`src/rtl/rx_trama_pkg.sv`:
```
// Shared types and constants for the rx_trama_max serial receiver.
// State encoding, oversampling default, control-bit positions and tick divisor helper.
package rx_trama_pkg;

  typedef enum logic [2:0] {
    IDLE   = 3'd0,
    START  = 3'd1,
    DATA   = 3'd2,
    PARITY = 3'd3,
    STOP   = 3'd4,
    BREAK  = 3'd5
  } state_t;

  localparam int OVERSAMPLE_DEF = 16;
  localparam int CTRL_TOTAL_BIT = 1;
  localparam int CTRL_ACT_BIT   = 4;

  // Truncating divide, floored at 2 so the tick never degenerates into a constant.
  function automatic int tick_div(input int clk_hz, input int baud, input int os);
    int d;
    d = clk_hz / (baud * os);
    return (d < 2) ? 2 : d;
  endfunction

endpackage

```
`src/rtl/gen_tick_baud.sv`:
```
// Free-running divider: one-cycle tick every DIVISOR clocks.
// Latency: first tick DIVISOR clocks after reset; no backpressure, always running.
// Backpressure: none; consumers sample the tick as an enable.
module gen_tick_baud #(
  parameter int DIVISOR = 10
) (
  input  logic clk,
  input  logic reset,
  output logic tick
);

  localparam int CW = (DIVISOR > 2) ? $clog2(DIVISOR) : 1;

  logic [CW-1:0] cnt;

  always_ff @(posedge clk) begin
    if (reset) begin
      cnt  <= '0;
      tick <= 1'b0;
    end else if (cnt == CW'(DIVISOR - 1)) begin
      cnt  <= '0;
      tick <= 1'b1;
    end else begin
      cnt  <= cnt + 1'b1;
      tick <= 1'b0;
    end
  end

endmodule

```
`src/rtl/rx_trama_max.sv`:
```
// 8N1 (8E1 with RX_PARITY_EN) UART receiver, 16x oversampled, holding remote control bits.
// Latency: pulse 1 clk after the mid-stop-bit sample (~9.5 bit times + 2 sync clk after start edge).
// Backpressure: none; each byte is offered once with a single-cycle rx_valid strobe.
module rx_trama_max
  import rx_trama_pkg::*;
#(
  parameter int CLK_HZ     = 100000000,
  parameter int BAUD       = 1200,
  parameter int OVERSAMPLE = OVERSAMPLE_DEF
) (
  input  logic       clk,
  input  logic       reset,
  input  logic       rx_serial,
  output logic [7:0] rx_data,
  output logic       rx_valid,
  output logic       frame_err,
  output logic       parity_err,
  output logic       busy,
  output logic       ctrl_total,
  output logic       ctrl_activacion
);

  localparam int DIV = tick_div(CLK_HZ, BAUD, OVERSAMPLE);

  logic       rx_meta, rx_s;
  logic       tick;
  state_t     state, state_nxt;
  logic [3:0] sample_cnt;
  logic [2:0] bit_idx;
  logic [7:0] shift_reg;
  logic       bit_tick, shift_en, stop_tick;
  logic       do_valid, do_ferr, do_perr;
`ifdef RX_PARITY_EN
  logic       par_bit;
  logic       par_ok;
`endif

  gen_tick_baud #(.DIVISOR(DIV)) u_tick (
    .clk   (clk),
    .reset (reset),
    .tick  (tick)
  );

  always_ff @(posedge clk) begin
    if (reset) begin
      rx_meta <= 1'b1;
      rx_s    <= 1'b1;
    end else begin
      rx_meta <= rx_serial;
      rx_s    <= rx_meta;
    end
  end

  // State register; sample_cnt restarts on every state entry.
  always_ff @(posedge clk) begin
    if (reset) begin
      state      <= IDLE;
      sample_cnt <= '0;
    end else begin
      state <= state_nxt;
      if (state_nxt != state)
        sample_cnt <= '0;
      else if (tick)
        sample_cnt <= sample_cnt + 4'd1;
    end
  end

  assign bit_tick = tick && (sample_cnt == 4'd15);

  always_comb begin
    state_nxt = state;
    case (state)
      IDLE:   if (!rx_s) state_nxt = START;
      START:  if (tick && sample_cnt == 4'd7) state_nxt = rx_s ? IDLE : DATA;
      DATA:   if (bit_tick && bit_idx == 3'd7) begin
`ifdef RX_PARITY_EN
                state_nxt = PARITY;
`else
                state_nxt = STOP;
`endif
              end
      PARITY: if (bit_tick) state_nxt = STOP;
      STOP:   if (bit_tick) state_nxt = rx_s ? IDLE : BREAK;
      BREAK:  if (rx_s) state_nxt = IDLE;
      default: state_nxt = IDLE;
    endcase
  end

  always_comb begin
    shift_en  = (state == DATA) && bit_tick;
    stop_tick = (state == STOP) && bit_tick;
    do_ferr   = stop_tick && !rx_s;
`ifdef RX_PARITY_EN
    par_ok    = ~^{shift_reg, par_bit};
    do_valid  = stop_tick && rx_s && par_ok;
    do_perr   = stop_tick && rx_s && !par_ok;
`else
    do_valid  = stop_tick && rx_s;
    do_perr   = 1'b0;
`endif
  end

  always_ff @(posedge clk) begin
    if (reset) begin
      shift_reg  <= '0;
      bit_idx    <= '0;
      rx_data    <= '0;
      rx_valid   <= 1'b0;
      frame_err  <= 1'b0;
      parity_err <= 1'b0;
`ifdef RX_PARITY_EN
      par_bit    <= 1'b0;
`endif
    end else begin
      rx_valid   <= do_valid;
      frame_err  <= do_ferr;
      parity_err <= do_perr;
      if (state != DATA)
        bit_idx <= '0;
      else if (shift_en)
        bit_idx <= bit_idx + 3'd1;
      if (shift_en)
        shift_reg <= {rx_s, shift_reg[7:1]};
      if (do_valid)
        rx_data <= shift_reg;
`ifdef RX_PARITY_EN
      if (state == PARITY && bit_tick)
        par_bit <= rx_s;
`endif
    end
  end

  assign busy            = (state != IDLE);
  assign ctrl_total      = rx_data[CTRL_TOTAL_BIT];
  assign ctrl_activacion = rx_data[CTRL_ACT_BIT];

endmodule
```
`config.mk`:
```
export PLATFORM = sky130hd
export DESIGN_NAME = rx_trama_max
export DESIGN_NICKNAME = d
export VERILOG_FILES = /design/src/rtl/rx_trama_pkg.sv /design/src/rtl/gen_tick_baud.sv /design/src/rtl/rx_trama_max.sv
export SDC_FILE = /design/constraint.sdc
export NUM_CORES = 1
export LEC_CHECK = 0
export ABC_AREA = 1
export ABC_CLOCK_PERIOD_IN_PS = 1700
export CAP_MARGIN = 20
export CORE_MARGIN = 1.5
export CORE_UTILIZATION = 56
export DETAILED_ROUTE_END_ITERATION = 8
export PLACE_DENSITY = 0.82
export SYNTH_ARGS = -nofsm -noshare
export SYNTH_HDL_FRONTEND = slang
export SYNTH_HIERARCHICAL = 1
export SYNTH_SLANG_ARGS = --single-unit
```
`constraint.sdc`:
```
create_clock -name clk -period 1.7 [get_ports clk]
set_input_delay 0.255 -clock clk [delete_from_list [all_inputs] [get_ports clk]]
set_output_delay 0.255 -clock clk [all_outputs]
set_load 0.01 [all_outputs]
```
* Word-level counts from Yosys, hierarchy flattened
Cells that the tools add are included.
** Operators by class
- Add/subtract/negate cells :: 3
- Eq/ne operators :: 11
- Mux-type cells :: 10
- Reductions and logical operators :: 13
** Operators with widths (number)
- $mux W3 :: 7
- $pmux W3 S6 :: 1
- $add A13 B1 Y13 const B :: 1
- $eq A13 B13 Y1 const B :: 1
- $eq A3 B3 Y1 const B :: 3
- $logic_and A1 B1 Y1 :: 7
- $eq A3 B2 Y1 const B :: 2
- $reduce_or A2 Y1 :: 3
- $add A4 B1 Y4 const B :: 1
- $eq A4 B3 Y1 const B :: 1
- $eq A4 B4 Y1 const B :: 1
- $add A3 B1 Y3 const B :: 1
- $eq A3 B1 Y1 const B :: 1
- $logic_not A3 Y1 :: 1
- $ne A3 B2 Y1 const B :: 1
- $ne A3 B3 Y1 :: 1
- $reduce_bool A3 Y1 :: 1
- $mux W2 :: 1
- $logic_not A1 Y1 :: 1
- $mux W1 :: 1
** Word-level totals
- Flip-flop bits (word level) :: 44
- Output and inout port bits :: 14

* Logic depth before layout (Yosys ltp)
- Depth in word-level cells :: 7
- Mapped depth :: 12
- Gate-level depth less buffers :: 12

* By module
Netlist, hierarchy kept.
** By module, submodules not included
- rx_trama_max :: times used 1, cells an instance 171, area an instance 1306.3 µm²
- gen_tick_baud :: times used 1, cells an instance 110, area an instance 739.5 µm²

* Least setup slack after synthesis
OpenSTA, ideal clock, no wires.
- Path kind :: flip-flop to flip-flop
- Start point :: reg sample_cnt[0]
- End point :: reg sample_cnt[0]
- Data arrival time :: 1.229 ns
- Data required time :: 1.584 ns
- Slack :: 0.355 ns
- Cell stages (with the launch flop) :: 13
- Path buffers :: 0
- Clock period less this slack :: 1.345 ns
- Path through :: dfxtp_1 > ha_1 > nand2_2 > clkinv_2 > nand2_4 > nand2_2 > nand2_2 > nor2_4 > nand2_1 > nand2_1 > nand2_1 > nand2_2 > nor2_1
** On the way
- Cells in the longest elaborated chain, start to end :: 7
- Elaborated cells between the ends (all ways) :: 13
** Ends and longest elaborated chain
- start, declared :: line rx_trama_max.sv:28 : logic [3:0] sample_cnt;
- start signal, assigned :: line rx_trama_max.sv:64 : sample_cnt <= sample_cnt + 4'd1;
- $eq A4 B4 Y1 :: line rx_trama_max.sv:68 : assign bit_tick = tick && (sample_cnt == 4'd15);
- $logic_and A1 B1 Y1 :: line rx_trama_max.sv:68
- $logic_and A1 B1 Y1 :: line rx_trama_max.sv:75 : DATA: if (bit_tick && bit_idx == 3'd7) begin
- $mux W3 :: line rx_trama_max.sv:75
- $pmux W3 S6 :: line rx_trama_max.sv:72 : case (state)
- $ne A3 B3 Y1 :: line rx_trama_max.sv:61 : if (state_nxt != state)
- $reduce_or A2 Y1 (no source line)
Several ways; a longest one is shown, not always the timed one.
A chain may end at the register's enable or synchronous reset.

* Final worst setup path
- Start point :: reg rx_data[4]
- End point :: out rx_data[4]
** RTL lines
- start, declared :: line rx_trama_max.sv:14 : output logic [7:0] rx_data,
- start signal, assigned :: line rx_trama_max.sv:125 : rx_data <= shift_reg;
No word-level cell between the ends.

==> flow_summary.toml <==
[synth]
synthesis.area_per_instance_um2 = 7.280
synth_top_area_share = 0.4306
synth.yosys.seq_area_share = 0.4306
synth.cell_area_um2 = 2046
yosys_register_bits = 44
netlist.top_cell.by_area = "sky130_fd_sc_hd__dfxtp_1"
yosysWarningCount = 6
syn-num-nets = 288
post_synth_inst_count = 281
synth.area.top_cells = "sky130_fd_sc_hd__dfxtp_1, sky130_fd_sc_hd__nor2_1, sky130_fd_sc_hd__nand2_1"
synthDistinctLibCells = 33

[placement]
final_replace_weighted_congestion = 0.9027
port_buffers = 15
placement.setup.worst_slack_ps = 224.7
post-dp-hpwl_um = 2639

[sta]
fmax_achieved_mhz = 655.6
hold_viol_final = 0
tns_ps = 0
unrepaired_setup_endpoints_after_global_routing = "false"
min_period_ps = 1525
setup-violations-final = 0
fin_crit_sh = 0.8972
final_setup_slack_of_the_worst_path_ps = 174.8
report.final.slew_viol_count = 0
finClkSkew_ps = 16.19

[floorplan]
fp-row-count = 21
dieHeight_um = 63.44
dieWidth_um = 63.44
floorplan.core_area_um2 = 3416
die_area_um2 = 4025
floorplan.io_pins = 17
floorplan.initialDensity = 0.5989

[worst_setup_path]
crit_buf_inv = 1
startpoint_type = "flip-flop"
timing.setup.critical_path_class = "reg2out"
r2r.worst_path.cells = 10
critical_path_peak_fanout = 3
r2r_setup_slack_ps = 200
critical_path.reg2reg.startpoint = "sample_cnt[0]"
critical_path.max_stage_delay_ps = 540
cell_with_the_largest_stage_delay_on_the_worst_path = "sky130_fd_sc_hd__clkdlybuf4s50_1"
crit_path_max_delay_family = "buffers and inverters"
endpoint_of_the_worst_register_to_register_path = "sample_cnt[2]"
cp_data_arrival_time_ps = 1270
crit_chain = "clkdlybuf4s50_1"
critical_path.endpoint_type = "output port"
worst-endpoint-required_ps = 1440

[clock_tree]
clock_tree.buffer_depth = 2
cts_tree = "yes"
clkTransAtPathRegs_ps = 140
cts.root.buffer_cell = "sky130_fd_sc_hd__clkbuf_4"
cts_hold_buffers = 0
worst_skew_pair.late_latency_ps = 360
clock_sinks = 44
htreeDepth = 2
tritoncts.num_buffers = 5

[finish]
layout.cells.most_common = "sky130_fd_sc_hd__nor2_1"
layout.nets = 307
antenna_diode_count = 0
mostFrequentLayoutCells = "sky130_fd_sc_hd__nor2_1, sky130_fd_sc_hd__nand2_1, sky130_fd_sc_hd__dfxtp_1"
areaGrowthSynthToFinish_pct = 13.70
largest_reg_flops = 13
drive_gt1_frac = 0.1262

[route]
drt-total-wl_um = 3562
antenna_violating_nets_post_route = 0
drt_pre_antenna_iters = 4
detail_route.vias_per_cell = 4.957
drc = 0
avgRoutedWirePerCell_um = 10.27
drt_first_iter_violations = 100
num_vias = 1720

[worst_hold_path]
hold_path.startpoint = "rx_meta"
hold_path_end = "rx_s"
worstHoldPathType = "reg2reg"
min_delay_path_depth = 1

[run_status]
outcome = "complete, no violations"

[power_and_ir_drop]
p_per_area_nw_per_um2 = 766.7
leakagePower_nw = 0.9476
ir_drop_uv = 491.9

[flow_run]
total_of_max_cap_violations = 0

[grt]
globalRouteOverflowTotal = 0
grt_first_pass_wirelength_um = 6410
grt_antenna_before_repair = 0
grt_use_total = 0.1979
grt_start_max_net_pins = 18
first_global_vias = 1561
## stage by stage
stage               hold slack (ps)  total power, W  cell area [µm²]  instances    util
floorplan                     324.1        0.001126             2046        281       -
global placement              405.9        0.001144             2226        338  0.6516
detailed placement            422.0        0.001146             2226        338  0.6516
CTS                           446.2        0.001803             2323        347  0.6802
global route                  444.8        0.001859             2326        347  0.6810
finish                        445.1        0.001783             2326        347  0.6810
## cells in the mapped netlist
| master | count |
|---|---|
| sky130_fd_sc_hd__nor2_1 | 72 |
| sky130_fd_sc_hd__buf_4 | 4 |
| sky130_fd_sc_hd__ha_1 | 4 |
| sky130_fd_sc_hd__conb_1 | 1 |
| sky130_fd_sc_hd__nand3_2 | 1 |
| sky130_fd_sc_hd__dfxtp_1 | 44 |
| sky130_fd_sc_hd__buf_1 | 1 |
| sky130_fd_sc_hd__a31oi_1 | 1 |
| sky130_fd_sc_hd__nand3b_1 | 1 |
| sky130_fd_sc_hd__buf_6 | 1 |
| sky130_fd_sc_hd__xor2_1 | 5 |
| sky130_fd_sc_hd__o211ai_1 | 1 |
| sky130_fd_sc_hd__nor3_1 | 1 |
| sky130_fd_sc_hd__nor2_4 | 3 |
| sky130_fd_sc_hd__nor3_4 | 1 |
| sky130_fd_sc_hd__a21oi_2 | 1 |
| sky130_fd_sc_hd__nor2_2 | 3 |
| sky130_fd_sc_hd__a211oi_2 | 1 |
| sky130_fd_sc_hd__nand3_1 | 13 |
| sky130_fd_sc_hd__mux2i_1 | 1 |
| sky130_fd_sc_hd__a21oi_1 | 7 |
| sky130_fd_sc_hd__buf_2 | 1 |
| sky130_fd_sc_hd__nand2_4 | 1 |
| sky130_fd_sc_hd__o21ai_0 | 18 |
| sky130_fd_sc_hd__inv_2 | 2 |
| sky130_fd_sc_hd__o2111ai_1 | 1 |
| sky130_fd_sc_hd__nand4_1 | 5 |
| sky130_fd_sc_hd__clkinv_2 | 1 |
| sky130_fd_sc_hd__inv_1 | 26 |
| sky130_fd_sc_hd__nand2_2 | 6 |
| sky130_fd_sc_hd__nand2_1 | 47 |
| sky130_fd_sc_hd__xnor2_1 | 3 |
| sky130_fd_sc_hd__or2_2 | 3 |
## repair_timing
action,4_1_cts,5_1_grt
buffers inserted,1,0
setup endpoints to repair,1,1
gates resized for setup,4,1
## worst max path at each step
stage,startpoint,end,slack (ps),cells after the start
2_1_floorplan,sample_cnt[0],sample_cnt[0],350,12
3_3_place_gp,state[0],busy,260,3
3_5_place_dp,sample_cnt[0],sample_cnt[2],220,12
4_1_cts,state[2],busy,5,3
5_1_grt,sample_cnt[0],state[2],60,9
6_report,rx_data[4],rx_data[4],170,1
## area by class of cell
type	instances	area (µm²)
Clock inverter	3	46.29
Inverter	29	110.1
Sequential cell	44	887.1
Tap cell	46	57.56
Fill cell	305	1090
Multi-Input combinational cell	201	1005
Clock buffer	5	37.54
Timing Repair Buffer	19	182.7
## report_power, final
part / total (W) / switching [W] / internal [W]
registers: 0.00105 / 0.0000108 / 0.00104
logic: 0.0000702 / 0.0000418 / 0.0000284
clock network: 0.000662 / 0.000348 / 0.000314
## routing by layer
layer  part of all wire  vias up  global-route usage
met5                  0        -                   0
met4             0.0093        0             0.06250
met3              0.040        4             0.05536
met2               0.48       32              0.3474
met1               0.47      763              0.2320
li1                   -      921                   -
## kinds of logic after synthesis
group,count (synthesis),share of synthesized area
AND/OR/NAND/NOR,157,0.3431
XOR/XNOR,8,0.03425
adder cells (fa/ha/maj),4,0.02447
AO/OA/AOI/OAI,30,0.08257
other,1,0.001833
buffers and inverters,36,0.07828
flip-flops,44,0.4306
multiplexers,1,0.004893
Power figures use the tool's default switching activity.
